--- config.mk ---
export PLATFORM = sky130hd
export DESIGN_NAME = rv0_alu_md
export DESIGN_NICKNAME = d
export VERILOG_FILES = /design/src/rtl/rv0_alu_md.sv
export SDC_FILE = /design/constraint.sdc
export NUM_CORES = 1
export LEC_CHECK = 0
export ABC_AREA = 1
export CAP_MARGIN = 5
export CORE_ASPECT_RATIO = 1.25
export CORE_MARGIN = 2
export CORE_UTILIZATION = 40
export CTS_CLUSTER_DIAMETER = 80
export DETAILED_ROUTE_END_ITERATION = 6
export SLEW_MARGIN = 20
export SYNTH_ARGS = -nofsm -noshare
export SYNTH_HDL_FRONTEND = slang
export SYNTH_SLANG_ARGS = --single-unit
--- constraint.sdc ---
create_clock -name clk -period 5.9 [get_ports clk]
set_input_delay 1.475 -clock clk [delete_from_list [all_inputs] [get_ports clk]]
set_output_delay 1.475 -clock clk [all_outputs]
set_load 0.005 [all_outputs]
--- src/rtl/rv0_alu_md.sv ---
// rv0_alu_md -- iterative RV M-extension multiply/divide unit.
//
// Executes MUL, MULH, MULHSU, MULHU, DIV, DIVU, REM and REMU on XLEN-bit
// operands. Multiplies use radix-2 shift-add and divides use radix-2
// restoring division, one bit per cycle, on unsigned magnitudes. The sign
// is restored when the result is registered. Divide-by-zero and signed
// overflow (min / -1) bypass the iterative datapath and answer in one cycle.
//
// Ports:
//   clk, rst        core clock, asynchronous active-high reset
//   flush           synchronous kill of any in-flight or pending result
//   req_valid/ready request handshake; req_op is funct3,
//                   req_rs1/req_rs2 are operands, req_tag is carried through
//   res_valid/ready response handshake; res_data/res_tag are registered
//                   and held stable while res_valid && !res_ready
module rv0_alu_md #(
  parameter int XLEN  = 32,
  parameter int TAG_W = 5
) (
  input  logic             clk,
  input  logic             rst,
  input  logic             flush,
  input  logic             req_valid,
  output logic             req_ready,
  input  logic [2:0]       req_op,
  input  logic [XLEN-1:0]  req_rs1,
  input  logic [XLEN-1:0]  req_rs2,
  input  logic [TAG_W-1:0] req_tag,
  output logic             res_valid,
  input  logic             res_ready,
  output logic [XLEN-1:0]  res_data,
  output logic [TAG_W-1:0] res_tag
);

  localparam int CNT_W = $clog2(XLEN + 1);

  typedef enum logic [1:0] {
    IDLE,
    BUSY,
    DONE
  } state_t;

  // funct3 encodings
  localparam logic [2:0] OP_MUL    = 3'b000;
  localparam logic [2:0] OP_MULH   = 3'b001;
  localparam logic [2:0] OP_MULHSU = 3'b010;
  localparam logic [2:0] OP_MULHU  = 3'b011;
  localparam logic [2:0] OP_DIV    = 3'b100;
  localparam logic [2:0] OP_DIVU   = 3'b101;
  localparam logic [2:0] OP_REM    = 3'b110;
  localparam logic [2:0] OP_REMU   = 3'b111;

  localparam logic [XLEN-1:0] MIN_NEG = {1'b1, {(XLEN-1){1'b0}}};

  state_t              state;
  logic [CNT_W-1:0]    cnt;
  logic [2:0]          op_q;
  logic [TAG_W-1:0]    tag_q;
  logic                neg_q;   // negate product / quotient
  logic                neg_r;   // negate remainder (dividend sign)
  logic [XLEN-1:0]     opd;     // multiplicand (mul) or divisor (div) magnitude
  // Shared work register. Multiply: {partial product high, multiplier}.
  // Divide: {partial remainder, dividend/quotient}.
  logic [2*XLEN-1:0]   acc;

  // ---------------------------------------------------------------------
  // Request decode
  // ---------------------------------------------------------------------
  logic            is_div;
  logic            signed_a;
  logic            signed_b;
  logic            a_neg;
  logic            b_neg;
  logic [XLEN-1:0] a_mag;
  logic [XLEN-1:0] b_mag;
  logic            div_zero;
  logic            div_ovf;
  logic [XLEN-1:0] special_res;

  always_comb begin
    is_div   = req_op[2];
    // MUL/MULH/MULHSU: rs1 signed; DIV/REM: both signed
    signed_a = is_div ? !req_op[0] : (req_op[1:0] != 2'b11);
    // MUL/MULH/DIV/REM: rs2 signed
    signed_b = is_div ? !req_op[0] : !req_op[1];
    a_neg    = signed_a && req_rs1[XLEN-1];
    b_neg    = signed_b && req_rs2[XLEN-1];
    a_mag    = a_neg ? -req_rs1 : req_rs1;
    b_mag    = b_neg ? -req_rs2 : req_rs2;

    div_zero = is_div && (req_rs2 == '0);
    div_ovf  = is_div && !req_op[0] && (req_rs1 == MIN_NEG) && (req_rs2 == '1);

    special_res = '0;
    if (div_zero) begin
      // quotient all-ones, remainder is the dividend
      special_res = req_op[1] ? req_rs1 : '1;
    end else if (div_ovf) begin
      // quotient is the dividend (min), remainder zero
      special_res = req_op[1] ? '0 : req_rs1;
    end
  end

  // ---------------------------------------------------------------------
  // One iteration step
  // ---------------------------------------------------------------------
  logic [XLEN:0]     mul_sum;
  logic [2*XLEN-1:0] mul_next;
  logic [XLEN:0]     div_shift;
  logic [XLEN:0]     div_diff;
  logic [2*XLEN-1:0] div_next;
  logic [2*XLEN-1:0] acc_next;

  always_comb begin
    // Shift-add: add multiplicand into the high half when the current
    // multiplier bit is set, then shift the whole register right. The
    // carry out of the add becomes the new top bit.
    mul_sum  = {1'b0, acc[2*XLEN-1:XLEN]} + {1'b0, opd};
    mul_next = acc[0] ? {mul_sum, acc[XLEN-1:1]}
                      : {1'b0, acc[2*XLEN-1:1]};

    // Restoring divide: shift the next dividend bit into the remainder,
    // trial-subtract the divisor, keep the difference if it did not borrow.
    // The partial remainder is always below the divisor, so XLEN+1 bits
    // hold the shifted value and the sign of the difference is exact.
    div_shift = acc[2*XLEN-1:XLEN-1];
    div_diff  = div_shift - {1'b0, opd};
    div_next  = div_diff[XLEN] ? {div_shift[XLEN-1:0], acc[XLEN-2:0], 1'b0}
                               : {div_diff[XLEN-1:0], acc[XLEN-2:0], 1'b1};

    acc_next = op_q[2] ? div_next : mul_next;
  end

  // ---------------------------------------------------------------------
  // Result selection with sign fixup, applied to the final step's value
  // ---------------------------------------------------------------------
  logic [2*XLEN-1:0] prod_fix;
  logic [XLEN-1:0]   quo;
  logic [XLEN-1:0]   rem;
  logic [XLEN-1:0]   final_res;

  always_comb begin
    prod_fix = neg_q ? -acc_next : acc_next;
    quo      = acc_next[XLEN-1:0];
    rem      = acc_next[2*XLEN-1:XLEN];
    final_res = '0;
    case (op_q)
      OP_MUL:                      final_res = prod_fix[XLEN-1:0];
      OP_MULH, OP_MULHSU, OP_MULHU: final_res = prod_fix[2*XLEN-1:XLEN];
      OP_DIV, OP_DIVU:             final_res = neg_q ? -quo : quo;
      OP_REM, OP_REMU:             final_res = neg_r ? -rem : rem;
      default:                     final_res = '0;
    endcase
  end

  // ---------------------------------------------------------------------
  // Control FSM and registered outputs
  // ---------------------------------------------------------------------
  always_ff @(posedge clk or posedge rst) begin
    if (rst) begin
      state     <= IDLE;
      cnt       <= '0;
      op_q      <= '0;
      tag_q     <= '0;
      neg_q     <= 1'b0;
      neg_r     <= 1'b0;
      opd       <= '0;
      acc       <= '0;
      req_ready <= 1'b1;
      res_valid <= 1'b0;
      res_data  <= '0;
      res_tag   <= '0;
    end else if (flush) begin
      state     <= IDLE;
      cnt       <= '0;
      req_ready <= 1'b1;
      res_valid <= 1'b0;
    end else begin
      case (state)
        IDLE: begin
          if (req_valid) begin
            op_q      <= req_op;
            tag_q     <= req_tag;
            neg_q     <= a_neg ^ b_neg;
            neg_r     <= a_neg;
            req_ready <= 1'b0;
            if (div_zero || div_ovf) begin
              state     <= DONE;
              res_valid <= 1'b1;
              res_data  <= special_res;
              res_tag   <= req_tag;
            end else begin
              state <= BUSY;
              cnt   <= CNT_W'(XLEN);
              opd   <= is_div ? b_mag : a_mag;
              acc   <= {{XLEN{1'b0}}, (is_div ? a_mag : b_mag)};
            end
          end
        end

        BUSY: begin
          acc <= acc_next;
          cnt <= cnt - 1'b1;
          if (cnt == CNT_W'(1)) begin
            state     <= DONE;
            res_valid <= 1'b1;
            res_data  <= final_res;
            res_tag   <= tag_q;
          end
        end

        DONE: begin
          if (res_ready) begin
            state     <= IDLE;
            res_valid <= 1'b0;
            req_ready <= 1'b1;
          end
        end

        default: begin
          state     <= IDLE;
          req_ready <= 1'b1;
          res_valid <= 1'b0;
        end
      endcase
    end
  end

endmodule

# Word level (Yosys, flattened, before mapping)
# Cells that the tools add are included.
# Widths: inputs -> output; s select.
# totals
reg_bits,153
word_cells,119
# op_classes
n_addsub,8
eq_ne,23
n_mux,48
bitwise_logic,3
n_reduce_logical,25
# op_table
operator,count
$mux 32,13
$mux 64,6
$neg 32->32,4
$pmux 32 s4,1
$pmux 64 s2,1
$eq 32x32->1 const B,2
$neg 64->64,1
$pmux 32 s2,1
$add 32x32->33,1
$sub 33x32->33,1
$logic_not 32->1,1
$mux 6,3
$mux 5,3
$ne 3x3->1 const B,5
$eq 3x3->1 const B,4
$ne 2x2->1 const B,6
$pmux 6 s2,1
$reduce_and 3->1,4
$reduce_and 4->1,3
$mux 1,10
$mux 2,5
$pmux 5 s2,1
$eq 3x2->1 const B,2
$eq 6x1->1 const B,1
18 further kinds,27

# Depth between registers and ports, before layout
# Gate-level depths: netlist (run 1).
# depth
depth_word,9
ltp_mapped,35
ltp_nobuf,34

# Least setup slack after synthesis (run 1)
# OpenSTA, ideal clock, no wires.
# synth_path
kind,reg-to-reg
from,register opd[0]
to,register res_data[22]
setup_time_ns,0.077
arrival_ns,3.980
slack_ns,1.843
stages_incl_launch_ff,34
path_cell_list,dfrtp_1 ha_1 fa_1 inv_1 nand2_1 nand2_1 nand3_1 nand2_2 nand2_2 nand2_2 nand2_4 nand3_4 nand2_4 buf_6 a21boi_4 ha_1 nand3_1 nor2_1 nand2_1 nor2_2 nand3_1 nor3_1 nand3_1 nor2_2 nand4_1 inv_2 nand2_1 nand2_1 nand2_1 a21oi_1 o21ai_1 nand2_1 nand2_1 a21oi_1
# synth_via
elab_chain_len,8
word_cells_on_any_way,14
# synth_lines
element,line,text
start: declaration,61,logic [XLEN-1:0] opd;
start signal: assignment,195,opd <= is_div ? b_mag : a_mag;
$sub 33x32->33 or $add 32x32->33 (tied branches),"127, 118",
"$mux 64, on equally long branches","128, 119",
$mux 64 (*),131,acc_next = op_q[2] ? div_next : mul_next;
$neg 64->64 (tied with other cells),143,prod_fix = neg_q ? -acc_next : acc_next;
$mux 64 (tied with other cells),143,
$pmux 32 s4 (*),147,case (op_q)
$mux 32 (*),204,if (cnt == CNT_W'(1)) begin
$pmux 32 s2 (*),179,case (state)
end signal: assignment,190,res_data <= special_res;
end signal: assignment,207,res_data <= final_res;
end: declaration,31,"output logic [XLEN-1:0] res_data,"
# Every way passes the cells marked *; elsewhere a longest branch is shown, timed or not. The select of a mux whose other input is x is not followed.
# A chain may end at the register's enable or synchronous reset.

# Worst setup path in the final report (run 1)
# layout_path
from,register acc[46]
to,register res_data[30]
# layout_via
elab_chain_len,8
word_cells_on_any_way,14
# layout_lines
element,line,text
start: declaration,64,logic [2*XLEN-1:0] acc;
start signal: assignment,196,"acc <= {{XLEN{1'b0}}, (is_div ? a_mag : b_mag)};"
start signal: assignment,202,acc <= acc_next;
$sub 33x32->33 or $add 32x32->33 (tied branches),"127, 118",
"$mux 64, on equally long branches","128, 119",
$mux 64 (*),131,
$neg 64->64 (tied with other cells),143,
$mux 64 (tied with other cells),143,
$pmux 32 s4 (*),147,
$mux 32 (*),204,
$pmux 32 s2 (*),179,
# Marked as above.

==> run metrics, run 1 <==
outcome=finished with violations; failing checks=DRC; setup TNS=0 ns; Initial DRC Count=around 2600; Post-Syn Area=about 19000 um^2; cell repeated most along the worst path=nand2_1; post-layout min period=5.163 ns; grt ovf=0; most frequent cells in the layout=nand2_1 (967), inv_1 (475), nor2_1 (352), nand3_1 (285), o21ai_0 (208); Crit Path Category=flop to flop; Comb pwr share=78.0%; CP Capture Type=flop; Die Span X=between 150 and 200 um; hold slack=0.5185 ns; dominant synthesized flop cell=dfrtp_1; number of synthesis warnings=0; HP Class=flop to flop; clk_lat worst skew=0.48 ns; Starting Density=40.37%; Max rail drop VDD=0.2979 mV; Flop pwr share=14.5%; Max-cap violations=0; Worst-Margin Slew=about 1.1 ns; wire length per cell=about 23 um; nets=3448; slowest CP cell=dfrtp_1; vias in the first global route=21151; area of the multi-input gates=12490 um^2; share of flip-flops with an asynchronous set or reset=100.0%; final hold vios=0; DR vias=between 20000 and 25000; # DRC=5; Setup crit start kind=flop; Placer Congestion=about 1.0; P_sw=9695 uW; # resized after CTS=0; global-route wire length before repair=130100 um; Syn Inst Count=3246; Setup Fix Bufs, Post-CTS=0; fill cell count=4995; H-tree levels=4; Clock Power Share=7.5%; Pwr Density=734.2 nW/um^2; I/O Pins=around 120; die area=between 40000 and 50000 um^2; Final HPWL DP=71300 um; Total Wirelength=88670 um; RSZ-0062 raised after global routing=no; Max Fclk=0.1937 GHz; Post-synth EDFFs=0; switching part of the total=roughly 63%; clock sink count=153; Avg Inst Size Synth=5.724 um^2; Clock Pin Slew Worst Setup and Hold Paths=0.08 ns; Slew HR=28.16%; period utilisation layout=87.50%; Layout Utilization=45.20%; commonest non-fill, non-tap cell in the layout=nand2_1; CTS tree=done; Synth cell types=56; IO buf count=115; Sequential Area=3835 um^2; Setup Viol. Count Final=0; P_int=roughly 5600 uW; worst endpoint data arrival time=5.56 ns; # hold bufs at CTS=0; worst-case clock buffer depth=2; Inserted Clock Buffers=17; GRT Total Usage=36.39%; core area=between 40000 and 50000 um^2; drt pass-1 iters=7; FF+latch count, synth=roughly 150; Crit Path Max Fanout=25; row cnt=88; Final Skew=between 0.02 and 0.025 ns; Root Driver=clkbuf_16; ratio of cells with drive above 1 in the final layout=4.408%; Synthesized Nets=3395; initial antenna violation count=3; number of diodes=0; ANT nets after route=0; WP data required=6.30 ns; Layout area overhead=11.98%; Leakage=0.01048 uW; Via density=5.721; largest stage delay on the critical path=0.46 ns; Die H=245.0 um; Seq/Total Area, Yosys=between 20% and 30%; fin. max-slew vios=0; largest net degree at the start of global routing=between 90 and 100
## synth_stat cells (16+ instances only)
cell	number	area, um^2
nand4_1	51	319.1
o211ai_1	31	232.7
xor2_1	73	639.4
nor2_2	16	100.1
xnor2_1	24	210.2
nor3_1	43	215.2
buf_2	17	85.08
clkbuf_1	72	270.3
dfrtp_1	152	3804
o21ai_0	208	1041
nand3_1	285	1426
a21oi_1	159	795.8
inv_1	476	1787
a31oi_1	19	118.9
nand2_1	967	3630
nor2_1	355	1333
ha_1	70	875.8
nand2_2	21	131.4
o221ai_1	17	148.9
o22ai_1	37	231.5
## state kept, by name, summed over array words and instances, names as in the netlist
| register | cells |
|---|---|
| acc | 64 |
| opd | 32 |
| res_data | 32 |
| cnt | 6 |
| res_tag | 5 |
| tag_q | 5 |
| op_q | 3 |
| state | 2 |
| neg_q | 1 |
| neg_r | 1 |
| req_ready | 1 |
| res_valid | 1 |
## path summary, 6_finish.rpt
check,end,slack [ns],start,cells past startpoint
max,res_data[30],0.74,acc[46],31
min,acc[2],0.52,acc[2],2
max reg2reg,res_data[30],0.74,acc[46],31
min reg2reg,acc[2],0.52,acc[2],2
max in group asynchronous,acc[50],3.15,rst,3
min in group asynchronous,opd[7],1.56,rst,2
## layout make-up
class                   instances  area share, %
clock buffers                  18          2.063
clock inverters                14         0.7157
inverters                     485          8.774
multi-input cells            2500          60.01
flip-flops and latches        153          18.43
well taps                     585          3.518
repair buffers                142          6.483
## layer usage
metal	track usage, %	up-vias	wire length [um]
li1	-	10593	-
met1	41.11	10390	33040
met2	62.39	1042	42180
met3	5.056	269	5777
met4	27.11	0	7673
met5	0	-	0
## metrics by stage
stage	total power [uW]	worst slack [ns]	std cells	area [um^2]
6_report	15270	0.7374	3897	20810
5_1_grt	16380	0.3247	3897	20810
4_1_cts	14930	0.8979	3897	20800
3_5_place_dp	13730	0.5844	3865	20220
3_3_place_gp	13650	0.6702	3865	20220
2_1_floorplan	9673	0.3052	3246	18580
## critical path, delay by kind of cell (launching register included)
kind | cells | cell delay (ns)
AO/OA/AOI/OAI | 3 | 0.67
flip-flops | 1 | 0.46
buffers and inverters | 2 | 0.26
adder cells (fa/ha/maj) | 2 | 0.59
AND/OR/NAND/NOR | 24 | 3.13
## cell families (layout without fill, tap and decap cells)
kind of cell,count (synthesis),after routing,synth area share [%]
DFF,153,153,20.61
and+or+nand+nor,1793,1793,40.90
adders and majority gates,72,72,4.930
muxes,6,6,0.3569
xor gates and xnor gates,97,97,4.573
AOI/OAI and AO/OA,532,532,16.35
buffers and inverters,593,659,12.28
## power groups by stage
| stage | Sequential, uW | Clock [uW] | Combinational [uW] |
|---|---|---|---|
| after floorplan | 1880 | 0 | 7800 |
| after global placement | 2200 | 0 | 11400 |
| after detailed placement | 2210 | 0 | 11500 |
| after CTS | 2190 | 1150 | 11600 |
| after global routing | 2240 | 1190 | 13000 |
| final | 2220 | 1150 | 11900 |
(Power assumes the default switching activity.)
==> run 2: changes to the inputs <==
--- a/config.mk
+++ b/config.mk
@@ -16,3 +16,4 @@
 export SYNTH_ARGS = -nofsm -noshare
 export SYNTH_HDL_FRONTEND = slang
 export SYNTH_SLANG_ARGS = --single-unit
+export TNS_END_PERCENT = 10
==> results of run 2 <==
Final layout, timing and power as in run 1 (identical DEF).
